**config.mk**
```make
export PLATFORM = sky130hd
export DESIGN_NAME = calc_nport
export DESIGN_NICKNAME = d
export VERILOG_FILES = /design/src/rtl/calc_nport_pkg.sv /design/src/rtl/calc_port_queue.sv /design/src/rtl/calc_nport.sv
export SDC_FILE = /design/constraint.sdc
export NUM_CORES = 2
export LEC_CHECK = 0
export ABC_AREA = 1
export CAP_MARGIN = 20
export CORE_ASPECT_RATIO = 0.5
export CORE_MARGIN = 4
export CORE_UTILIZATION = 53
export CTS_CLUSTER_DIAMETER = 200
export DETAILED_ROUTE_END_ITERATION = 8
export PLACE_DENSITY = 0.71
export SLEW_MARGIN = 15
export SYNTH_ARGS = -nofsm -noshare
export SYNTH_HDL_FRONTEND = slang
export SYNTH_HIERARCHICAL = 1
export SYNTH_SLANG_ARGS = --single-unit
export TNS_END_PERCENT = 5
```
**constraint.sdc**
```tcl
create_clock -name c_clk -period 5.2 [get_ports c_clk]
set_clock_uncertainty 0.1 [all_clocks]
set_input_delay 1.04 -clock c_clk [delete_from_list [all_inputs] [get_ports c_clk]]
set_output_delay 1.04 -clock c_clk [all_outputs]
set_load 0.01 [all_outputs]
```
**src/rtl/calc_nport_pkg.sv**
```systemverilog
// calc_nport_pkg: shared definitions for the multi-port calculator.
//   Command and response codes, field widths, capture FSM states and the
//   queued request entry. Operand fields are sized for the widest supported
//   DATA_W (64). Narrower instances zero-extend into them and use only the
//   low DATA_W bits.
package calc_nport_pkg;

   localparam int CMD_W      = 4;
   localparam int RESP_W     = 2;
   localparam int MAX_DATA_W = 64;

   localparam logic [CMD_W-1:0] CMD_NOP = 4'd0;
   localparam logic [CMD_W-1:0] CMD_ADD = 4'd1;
   localparam logic [CMD_W-1:0] CMD_SUB = 4'd2;
   localparam logic [CMD_W-1:0] CMD_SHL = 4'd5;
   localparam logic [CMD_W-1:0] CMD_SHR = 4'd6;

   localparam logic [RESP_W-1:0] RESP_NONE = 2'd0;
   localparam logic [RESP_W-1:0] RESP_OK   = 2'd1;
   localparam logic [RESP_W-1:0] RESP_OVF  = 2'd2;
   localparam logic [RESP_W-1:0] RESP_INV  = 2'd3;

   typedef enum logic {
      ST_IDLE = 1'b0,
      ST_OP2  = 1'b1
   } cap_state_e;

   typedef struct packed {
      logic [CMD_W-1:0]      cmd;
      logic [MAX_DATA_W-1:0] op1;
      logic [MAX_DATA_W-1:0] op2;
   } fifo_entry_t;

endpackage

```
**src/rtl/calc_port_queue.sv**
```systemverilog
// calc_port_queue: one requester port of calc_nport.
//   Two-cycle capture FSM (cmd+op1, then op2) feeding a DEPTH-entry FIFO.
//   ready is only offered when the FSM is idle and a FIFO slot is free, so
//   the op2 push can never overflow: the count can only fall while in OP2.
//
//   state   | meaning
//   --------+---------------------------------------------------
//   ST_IDLE | waiting for a nonzero cmd while ready is high
//   ST_OP2  | cmd/op1 held; this cycle's data is op2, push entry
//
// Ports:
//   clk_sys    in   clock, rising edge
//   rst_b      in   asynchronous active-low reset
//   cmd        in   CMD_W   command for this port
//   data       in   DATA_W  operand for this port
//   pop        in   1       remove the head entry (ignored when empty)
//   ready      out  1       port may start a new request this cycle
//   not_empty  out  1       FIFO holds at least one entry
//   head       out  entry   oldest queued entry
module calc_port_queue
   import calc_nport_pkg::*;
#(
   parameter int DATA_W = 32,
   parameter int DEPTH  = 4
) (
   input  logic              clk_sys,
   input  logic              rst_b,
   input  logic [CMD_W-1:0]  cmd,
   input  logic [DATA_W-1:0] data,
   input  logic              pop,
   output logic              ready,
   output logic              not_empty,
   output fifo_entry_t       head
);

   localparam int PTR_W = $clog2(DEPTH);
   localparam int CNT_W = PTR_W + 1;

   cap_state_e        state_q, state_d;
   logic              live_q;
   logic [CMD_W-1:0]  cmd_q;
   logic [DATA_W-1:0] op1_q;
   logic              capture;
   logic              push;
   logic              pop_ok;
   fifo_entry_t       push_entry;
   fifo_entry_t       mem [DEPTH];
   logic [PTR_W-1:0]  wr_ptr_q, rd_ptr_q;
   logic [CNT_W-1:0]  count_q;

   // live_q holds ready low through reset and raises it on the first edge after release.
   assign ready     = live_q && (state_q == ST_IDLE) && (count_q < CNT_W'(DEPTH));
   assign capture   = ready && (cmd != CMD_NOP);
   assign not_empty = (count_q != '0);
   assign pop_ok    = pop && not_empty;
   assign head      = mem[rd_ptr_q];

   always_ff @(posedge clk_sys or negedge rst_b) begin
      if (!rst_b) begin
         state_q <= ST_IDLE;
         live_q  <= 1'b0;
         cmd_q   <= '0;
         op1_q   <= '0;
      end else begin
         state_q <= state_d;
         live_q  <= 1'b1;
         if (capture) begin
            cmd_q <= cmd;
            op1_q <= data;
         end
      end
   end

   always_comb begin
      state_d    = state_q;
      push       = 1'b0;
      push_entry = '0;
      case (state_q)
         ST_IDLE: begin
            if (capture) state_d = ST_OP2;
         end
         ST_OP2: begin
            push                       = 1'b1;
            push_entry.cmd             = cmd_q;
            push_entry.op1[DATA_W-1:0] = op1_q;
            push_entry.op2[DATA_W-1:0] = data;
            state_d                    = ST_IDLE;
         end
         default: state_d = ST_IDLE;
      endcase
   end

   always_ff @(posedge clk_sys) begin
      if (push) mem[wr_ptr_q] <= push_entry;
   end

   always_ff @(posedge clk_sys or negedge rst_b) begin
      if (!rst_b) begin
         wr_ptr_q <= '0;
         rd_ptr_q <= '0;
         count_q  <= '0;
      end else begin
         if (push)   wr_ptr_q <= wr_ptr_q + PTR_W'(1);
         if (pop_ok) rd_ptr_q <= rd_ptr_q + PTR_W'(1);
         case ({push, pop_ok})
            2'b10:   count_q <= count_q + CNT_W'(1);
            2'b01:   count_q <= count_q - CNT_W'(1);
            default: count_q <= count_q;
         endcase
      end
   end

endmodule

```
**src/rtl/calc_nport.sv**
```systemverilog
// calc_nport: NUM_PORTS requesters sharing one ALU/shifter.
//   Each port queues two-cycle requests in its own calc_port_queue. A
//   round-robin arbiter pops at most one entry per cycle. The result is
//   registered into the granted port's response slot for exactly one cycle.
//
// Ports:
//   c_clk        in   1                  clock, rising edge
//   reset        in   1                  asynchronous active-low reset
//   req_cmd_in   in   NUM_PORTS*4        per-port command (slice p)
//   req_data_in  in   NUM_PORTS*DATA_W   per-port operand
//   req_ready    out  NUM_PORTS          port may start a new request
//   out_resp     out  NUM_PORTS*2        per-port response code pulse
//   out_data     out  NUM_PORTS*DATA_W   per-port result pulse
module calc_nport
   import calc_nport_pkg::*;
#(
   parameter int NUM_PORTS = 4,
   parameter int DATA_W    = 32,
   parameter int DEPTH     = 4
) (
   input  logic                        c_clk,
   input  logic                        reset,
   input  logic [NUM_PORTS*CMD_W-1:0]  req_cmd_in,
   input  logic [NUM_PORTS*DATA_W-1:0] req_data_in,
   output logic [NUM_PORTS-1:0]        req_ready,
   output logic [NUM_PORTS*RESP_W-1:0] out_resp,
   output logic [NUM_PORTS*DATA_W-1:0] out_data
);

   localparam int PORT_W  = $clog2(NUM_PORTS);
   localparam int SHAMT_W = $clog2(DATA_W);

   logic [NUM_PORTS-1:0]        not_empty;
   logic [NUM_PORTS-1:0]        pop;
   fifo_entry_t                 head [NUM_PORTS];
   logic [PORT_W-1:0]           ptr_q;
   logic [PORT_W-1:0]           grant_idx;
   logic                        grant_vld;
   fifo_entry_t                 sel;
   logic [DATA_W-1:0]           op1, op2;
   logic [DATA_W:0]             sum;
   logic [RESP_W-1:0]           alu_resp;
   logic [DATA_W-1:0]           alu_data;
   logic [NUM_PORTS*RESP_W-1:0] resp_d;
   logic [NUM_PORTS*DATA_W-1:0] data_d;
   logic                        unused_sel_hi;

   for (genvar p = 0; p < NUM_PORTS; p++) begin : g_port
      calc_port_queue #(
         .DATA_W (DATA_W),
         .DEPTH  (DEPTH)
      ) u_queue (
         .clk_sys   (c_clk),
         .rst_b     (reset),
         .cmd       (req_cmd_in[p*CMD_W +: CMD_W]),
         .data      (req_data_in[p*DATA_W +: DATA_W]),
         .pop       (pop[p]),
         .ready     (req_ready[p]),
         .not_empty (not_empty[p]),
         .head      (head[p])
      );
   end

   // Round robin: lowest non-empty port at or above ptr_q, else wrap to the lowest non-empty port.
   always_comb begin
      grant_vld = 1'b0;
      grant_idx = '0;
      pop       = '0;
      for (int i = 0; i < NUM_PORTS; i++) begin
         if (!grant_vld && not_empty[i] && (PORT_W'(i) >= ptr_q)) begin
            grant_vld = 1'b1;
            grant_idx = PORT_W'(i);
         end
      end
      for (int i = 0; i < NUM_PORTS; i++) begin
         if (!grant_vld && not_empty[i]) begin
            grant_vld = 1'b1;
            grant_idx = PORT_W'(i);
         end
      end
      if (grant_vld) pop[grant_idx] = 1'b1;
   end

   assign sel = head[grant_idx];
   assign op1 = sel.op1[DATA_W-1:0];
   assign op2 = sel.op2[DATA_W-1:0];
   // Upper operand bits are always zero for DATA_W below the package maximum.
   assign unused_sel_hi = ^{sel.op1, sel.op2};

   always_comb begin
      alu_resp = RESP_NONE;
      alu_data = '0;
      sum      = '0;
      case (sel.cmd)
         CMD_ADD: begin
            sum = {1'b0, op1} + {1'b0, op2};
            if (sum[DATA_W]) begin
               alu_resp = RESP_OVF;
            end else begin
               alu_resp = RESP_OK;
               alu_data = sum[DATA_W-1:0];
            end
         end
         CMD_SUB: begin
            if (op1 < op2) begin
               alu_resp = RESP_OVF;
            end else begin
               alu_resp = RESP_OK;
               alu_data = op1 - op2;
            end
         end
         CMD_SHL: begin
            alu_resp = RESP_OK;
            alu_data = op1 << op2[SHAMT_W-1:0];
         end
         CMD_SHR: begin
            alu_resp = RESP_OK;
            alu_data = op1 >> op2[SHAMT_W-1:0];
         end
         default: alu_resp = RESP_INV;
      endcase
   end

   always_comb begin
      resp_d = '0;
      data_d = '0;
      for (int p = 0; p < NUM_PORTS; p++) begin
         if (grant_vld && (grant_idx == PORT_W'(p))) begin
            resp_d[p*RESP_W +: RESP_W] = alu_resp;
            data_d[p*DATA_W +: DATA_W] = alu_data;
         end
      end
   end

   always_ff @(posedge c_clk or negedge reset) begin
      if (!reset) begin
         ptr_q    <= '0;
         out_resp <= '0;
         out_data <= '0;
      end else begin
         out_resp <= resp_d;
         out_data <= data_d;
         if (grant_vld) begin
            ptr_q <= (grant_idx == PORT_W'(NUM_PORTS-1)) ? '0 : grant_idx + PORT_W'(1);
         end
      end
   end

endmodule

```
== Word-level counts from Yosys, hierarchy flattened ==
Memories as Yosys holds them, arrays and structs flattened.
Cells that the tools add are included.
W data, S select, Z words.

* Register bits after elaboration: 315
* Bits in writable memories: 1088
* Output and inout port bits: 140
* Word-level logic and storage cells: 210
* Memories kept: 4

{| class="wikitable"
|+ Memory list
! memory !! depth !! bits a word !! read ports !! clocked after Yosys merged registers in !! wr ports !! line !! RTL
|-
| g_port[0].u_queue.mem || 4 || 68 || 1 || 0 || 1 || calc_port_queue.sv:47 || <nowiki>fifo_entry_t mem [DEPTH];</nowiki>
|-
| g_port[1].u_queue.mem || 4 || 68 || 1 || 0 || 1 || calc_port_queue.sv:47 ||
|-
| g_port[2].u_queue.mem || 4 || 68 || 1 || 0 || 1 || calc_port_queue.sv:47 ||
|-
| g_port[3].u_queue.mem || 4 || 68 || 1 || 0 || 1 || calc_port_queue.sv:47 ||
|}

* Add/subtract/negate cells: 19
* Magnitude comparators: 12
* Equal/unequal tests: 15
* Shifts and indexed selects: 2
* Multiplexer cells: 72
* Bitwise operators: 5
* Reduce and logical (&&, ||, !) cells: 53

{| class="wikitable"
|+ Operator list
! kind !! count
|-
| $mux W32 || 14
|-
| $bmux W132 S2 || 1
|-
| $mux W132 || 2
|-
| $pmux W32 S4 || 1
|-
| $add A32 B32 Y33 || 1
|-
| $logic_and A1 B1 Y1 || 32
|-
| $lt A32 B32 Y1 || 1
|-
| $shl A32 B5 Y32 || 1
|-
| $shr A32 B5 Y32 || 1
|-
| $sub A32 B32 Y32 || 1
|-
| $mux W1 || 26
|-
| $mux W2 || 13
|-
| $pmux W3 S2 || 4
|-
| $mux W4 || 5
|-
| $add A2 B1 Y2 const B || 9
|-
| $reduce_bool A4 Y1 || 4
|-
| $add A3 B1 Y3 const B || 4
|-
| $eq A2 B2 Y1 const B || 6
|-
| $lt A3 B3 Y1 const B || 4
|-
| $reduce_bool A3 Y1 || 4
|-
| $sub A3 B1 Y3 const B || 4
|-
| $eq A2 B1 Y1 const B || 5
|-
| $eq A4 B3 Y1 const B || 2
|-
| $pmux W1 S2 || 4
|-
| other kinds (15) || 29
|}

== Depth between registers and ports, before layout ==
* Depth in word-level cells: 35
* Mapped depth: 35

== Hierarchy ==
The synthesis kept the hierarchy.

{| class="wikitable"
|+ Modules (own cells, without submodules)
! module !! times used !! cells an instance !! area each (um2) !! sequential area each (um2)
|-
| calc_port_queue (g_port[1].u_queue ...) || 3 || 1223 || 13694.4 || 9293.9
|-
| calc_nport || 1 || 2466 || 14958.1 || 3453.3
|-
| calc_port_queue (g_port[0].u_queue) || 1 || 1222 || 13681.9 || 9293.9
|}

== Worst setup path before layout ==
No wires, ideal clock.

* Kind: flip-flop to flip-flop
* Start point: register g_port[3].u_queue.count_q[0]
* End point: register out_data[0]
* Setup time: 0.130 ns
* Arrival: 4.249 ns
* Slack: 0.720 ns
* Cell stages (with the launch flop): 31
* Clock period less this slack: 4.480 ns
* Path through: dfrtp_1 -> inv_1 -> nand3_1 -> nor2_1 -> nand4_2 -> o21bai_4 -> buf_6 -> buf_8 -> buf_8 -> buf_2 -> buf_1 -> nor2_1 -> a32oi_1 -> inv_1 -> ha_1 -> buf_2 -> inv_1 -> a21oi_1 -> o21ai_1 -> inv_1 -> o21ai_0 -> a21o_1 -> nand3_1 -> nand2_1 -> inv_1 -> nor2_2 -> inv_2 -> buf_2 -> nand2_1 -> a21oi_1 -> a21oi_1

* Longest elaborated chain between the ends: 24

{| class="wikitable"
|+ Ends and longest elaborated chain
! item !! line !! RTL
|-
| from (decl) || calc_port_queue.sv:49 || <nowiki>logic [CNT_W-1:0] count_q;</nowiki>
|-
| from (signal assigned) || calc_port_queue.sv:106 || <nowiki>2'b10: count_q <= count_q + CNT_W'(1);</nowiki>
|-
| from (signal assigned) || calc_port_queue.sv:107 || <nowiki>2'b01: count_q <= count_q - CNT_W'(1);</nowiki>
|-
| from (signal assigned) || calc_port_queue.sv:108 || <nowiki>default: count_q <= count_q;</nowiki>
|-
| $reduce_bool A3 Y1 (*) || calc_port_queue.sv:54 || <nowiki>assign not_empty = (count_q != '0);</nowiki>
|-
| net not_empty[3] || calc_nport.sv:33 || <nowiki>logic [NUM_PORTS-1:0] not_empty;</nowiki>
|-
| $logic_and A1 B1 Y1 (2 in a row) || calc_nport.sv:70 || <nowiki>if (!grant_vld && not_empty[i] && (PORT_W'(i) >= ptr_q)) begin</nowiki>
|-
| $mux W1 || calc_nport.sv:70 ||
|-
| $logic_not A1 Y1 || calc_nport.sv:76 || <nowiki>if (!grant_vld && not_empty[i]) begin</nowiki>
|-
| $logic_and A1 B1 Y1 || calc_nport.sv:76 ||
|-
| $mux W1 || calc_nport.sv:76 ||
|-
| $logic_not A1 Y1 || calc_nport.sv:76 ||
|-
| [8 not listed] || -- ||
|-
| $not A2 Y3 (implied by the code) || calc_nport.sv:84 || <nowiki>assign sel = head[grant_idx];</nowiki>
|-
| $bmux W132 S2 || calc_nport.sv:84 ||
|-
| $mux W132 (implied by the code) (2 in a row) || calc_nport.sv:84 ||
|-
| $sub A32 B32 Y32 (tied with other cells) || calc_nport.sv:109 || <nowiki>alu_data = op1 - op2;</nowiki>
|-
| $mux W32 (on tied branches) || calc_nport.sv:105, calc_nport.sv:97 ||
|-
| $pmux W32 S4 || calc_nport.sv:94 || <nowiki>case (sel.cmd)</nowiki>
|-
| $mux W32 (*) || calc_nport.sv:128 || <nowiki>if (grant_vld && (grant_idx == PORT_W'(p))) begin</nowiki>
|-
| net data_d[0] || calc_nport.sv:45 || <nowiki>logic [NUM_PORTS*DATA_W-1:0] data_d;</nowiki>
|-
| to (signal assigned) || calc_nport.sv:142 || <nowiki>out_data <= data_d;</nowiki>
|-
| to (decl) || calc_nport.sv:27 || <nowiki>output logic [NUM_PORTS*DATA_W-1:0] out_data</nowiki>
|}

Mark *: on every way through the listed nets, which the timed path passes. The rest lies on a longest branch. The select of a mux whose other input is x is not followed.
A chain may end at the register's enable or synchronous reset.

== Final worst setup path ==
* Start point: register g_port[0].u_queue.count_q[0]
* End point: register out_data[93]

* Longest elaborated chain between the ends: 35

{| class="wikitable"
|+ Ends and longest elaborated chain
! item !! line
|-
| from (decl) || calc_port_queue.sv:49
|-
| from (signal assigned) || calc_port_queue.sv:106
|-
| from (signal assigned) || calc_port_queue.sv:107
|-
| from (signal assigned) || calc_port_queue.sv:108
|-
| $reduce_bool A3 Y1 (*) || calc_port_queue.sv:54
|-
| net not_empty[0] || calc_nport.sv:33
|-
| $logic_and A1 B1 Y1 || calc_nport.sv:70
|-
| $mux W1 || calc_nport.sv:70
|-
| $logic_not A1 Y1 || calc_nport.sv:70
|-
| $logic_and A1 B1 Y1 (2 in a row) || calc_nport.sv:70
|-
| $mux W1 || calc_nport.sv:70
|-
| $logic_not A1 Y1 || calc_nport.sv:70
|-
| [19 not listed] || --
|-
| $not A2 Y3 (implied by the code) || calc_nport.sv:84
|-
| $bmux W132 S2 || calc_nport.sv:84
|-
| $mux W132 (implied by the code) (2 in a row) || calc_nport.sv:84
|-
| $sub A32 B32 Y32 (tied with other cells) || calc_nport.sv:109
|-
| $mux W32 (on tied branches) || calc_nport.sv:105, calc_nport.sv:97
|-
| $pmux W32 S4 || calc_nport.sv:94
|-
| $mux W32 (*) || calc_nport.sv:128
|-
| net data_d[93] || calc_nport.sv:45
|}

Marked as above.

==> flow_summary.json <==
{
  "outcome": "finished, final reports clean",
  "maxCapViolCount": 0,
  "grt_pass1_vias": 47500,
  "cp-start-kind": "flip-flop",
  "place.gp.congestion": 1.08,
  "port_buffers": 285,
  "dieArea_sq_um": 134000,
  "syn_inst": 7097,
  "ff_latch_area_sq_um": 40700,
  "n_fill_cell": 10300,
  "cts_tree": "yes",
  "wl_per_cell_um": 23.6,
  "multi_input_area_sq_um": 21400,
  "drt_iter0_markers": 7637,
  "grt_max_degree": 138,
  "syn_avg_cell_area_sq_um": 9.55,
  "cts_sinks": 1406,
  "clock_latency_ns": 0.77,
  "setup_viol": 0,
  "critPathCaptureType": "flip-flop",
  "grt_usage_pct": 31.9,
  "via_per_inst": 5.72,
  "htreeDepth": 3,
  "rsz0062_at_grt": "yes",
  "hold_slack_ns": 0.0721,
  "grt_overflow": 0,
  "drt_pass1_iterations": 7,
  "cts_root_buffer": "clkbuf_16",
  "ios": 286,
  "path_max_fanout": 15,
  "drc": 0,
  "drive_gt1_share_pct": 10.4,
  "start_util_pct": 53.6,
  "dp_hpwl_um": 157000,
  "ctsHoldBuffers": 0,
  "path_clk_slew_ns": 0.07,
  "critPathKind": "reg -> reg",
  "max_freq_mhz": 196,
  "tightestPinTransition_ns": 1.08,
  "synth_nets": 7338,
  "ys_warn_count": 6,
  "antenna_found_initial": 9,
  "fin_crit_sh_pct": 98.2,
  "required_ns": 5.69,
  "die_height_um": 261,
  "rows": 92,
  "vias": 52800,
  "postRouteAntennaNets": 0,
  "core_sq_um": 127000,
  "hp-class": "in -> async",
  "finalCriticalPeriod_ns": 5.11,
  "relSlewSlack_pct": 28.3,
  "synth_area_sq_um": 67800,
  "cts_inserted_buffers": 118,
  "drv_slew": 0,
  "area_growth_pct": 14.2,
  "hold_viol": 0,
  "clockBufferDepth": 3,
  "routed_wl_um": 217000,
  "cp.arrival_ns": 5.60,
  "fp.dieW_um": 514,
  "num-nets-final": 7674,
  "grt_pass1_wl_um": 315000
}
[placed cells by master (no fill, tap or decap), types with 40 or more instances in the layout]
master           count
a21oi_1            119
buf_4              292
clkbuf_16          120
clkdlybuf4s50_1    284
dfrtp_1            306
edfxtp_1          1088
ha_1                83
inv_1              853
nand2_1           1760
nand3_1            636
nor2_1             808
nor2_2              44
o211ai_1           258
o21ai_0            320
o21ai_1             40
or2_2               60
[flip-flops by register name (all words and copies together), names as in the netlist]
| name | cells |
|---|---|
| out_data | 128 |
| g_port.u_queue/state_q | 4 |
| g_port.u_queue/rd_ptr_q | 8 |
| g_port.u_queue/wr_ptr_q | 8 |
| g_port.u_queue/op1_q | 128 |
| g_port.u_queue/count_q | 12 |
| ptr_q | 2 |
| g_port.u_queue/cmd_q | 16 |
| g_port.u_queue/mem | 1088 |
| out_resp | 8 |
| g_port.u_queue/live_q | 4 |
[critical path, cell delays in order, from the launching register on]
cell and delay [ns]:
dfrtp_1 0.40, inv_1 0.11, nand3_2 0.20, nor2_2 0.23, buf_4 0.14, nand4_2 0.16, o21bai_4 0.32, buf_4 0.18
buf_12 0.14, nand3_1 0.13, nand2_1 0.23, inv_1 0.12, ha_1 0.37, o21ai_0 0.57, a21oi_1 0.26, o21ai_0 0.26
a221oi_1 0.11, buf_4 0.15, nand2_1 0.07, xor2_1 0.20, nor2_1 0.08, nor2_2 0.18, buf_4 0.16, a21oi_1 0.06
[final timing paths]
path / slack (ns) / cells past startpoint / start / endpoint
min in group c_clk: 0.37 / 2 / g_port[2].u_queue/op1_q[16]$_DFFE_PN0N_ / g_port[2].u_queue/op1_q[16]$_DFFE_PN0N_
hold / removal: 0.07 / 1 / reset / g_port[2].u_queue/op1_q[15]$_DFFE_PN0N_
setup / recovery: 0.09 / 23 / g_port[0].u_queue/count_q[0]$_DFFE_PN0P_ / out_data[93]$_DFF_PN0_
setup reg to reg: 0.09 / 23 / g_port[0].u_queue/count_q[0]$_DFFE_PN0P_ / out_data[93]$_DFF_PN0_
hold reg to reg: 0.37 / 2 / g_port[2].u_queue/op1_q[16]$_DFFE_PN0N_ / g_port[2].u_queue/op1_q[16]$_DFFE_PN0N_
max in group asynchronous: 3.71 / 2 / reset / out_data[108]$_DFF_PN0_
[layout make-up]
class | instances | share of cell area, %
multi-input combinational | 4405 | 27.7
antenna | 2 | 0.00647
inverter | 888 | 4.35
clock inverter | 61 | 0.920
clock buffer | 162 | 4.35
sequential | 1406 | 52.5
tap | 1692 | 2.73
timing repair buffer | 614 | 7.44
[what timing repair did]
item,in CTS,in global routing
setup buffers,0,3
setup endpoints to repair,24,136
pin swaps,0,2
resized for setup,8,58
[routing by layer]
metal  vias to the layer above  track usage [%]  part of all wire (%)
met5                         -                0                 0.041
met4                         8             9.67                   3.3
met3                       380             9.08                    13
met2                      2827             45.4                    42
met1                     25600             47.4                    42
li1                      24000                -                     -
[per-stage QoR]
step | TNS [ns] | instances | cell area, sq um | worst slack [ns] | util [%]
floorplan | 0 | 7097 | 67800 | 0.720 | -
global placement | 0 | 9002 | 73000 | 0.00280 | 57.7
detailed placement | -0.304 | 9002 | 73000 | -0.0798 | 57.7
CTS | 0 | 9225 | 77100 | 0.0425 | 61.0
global route | -0.686 | 9228 | 77400 | -0.0506 | 61.2
finish | 0 | 9230 | 77400 | 0.0940 | 61.2
Power is not shown: default switching activity piles up to over one toggle a cycle in this logic, so the estimate is an artifact.
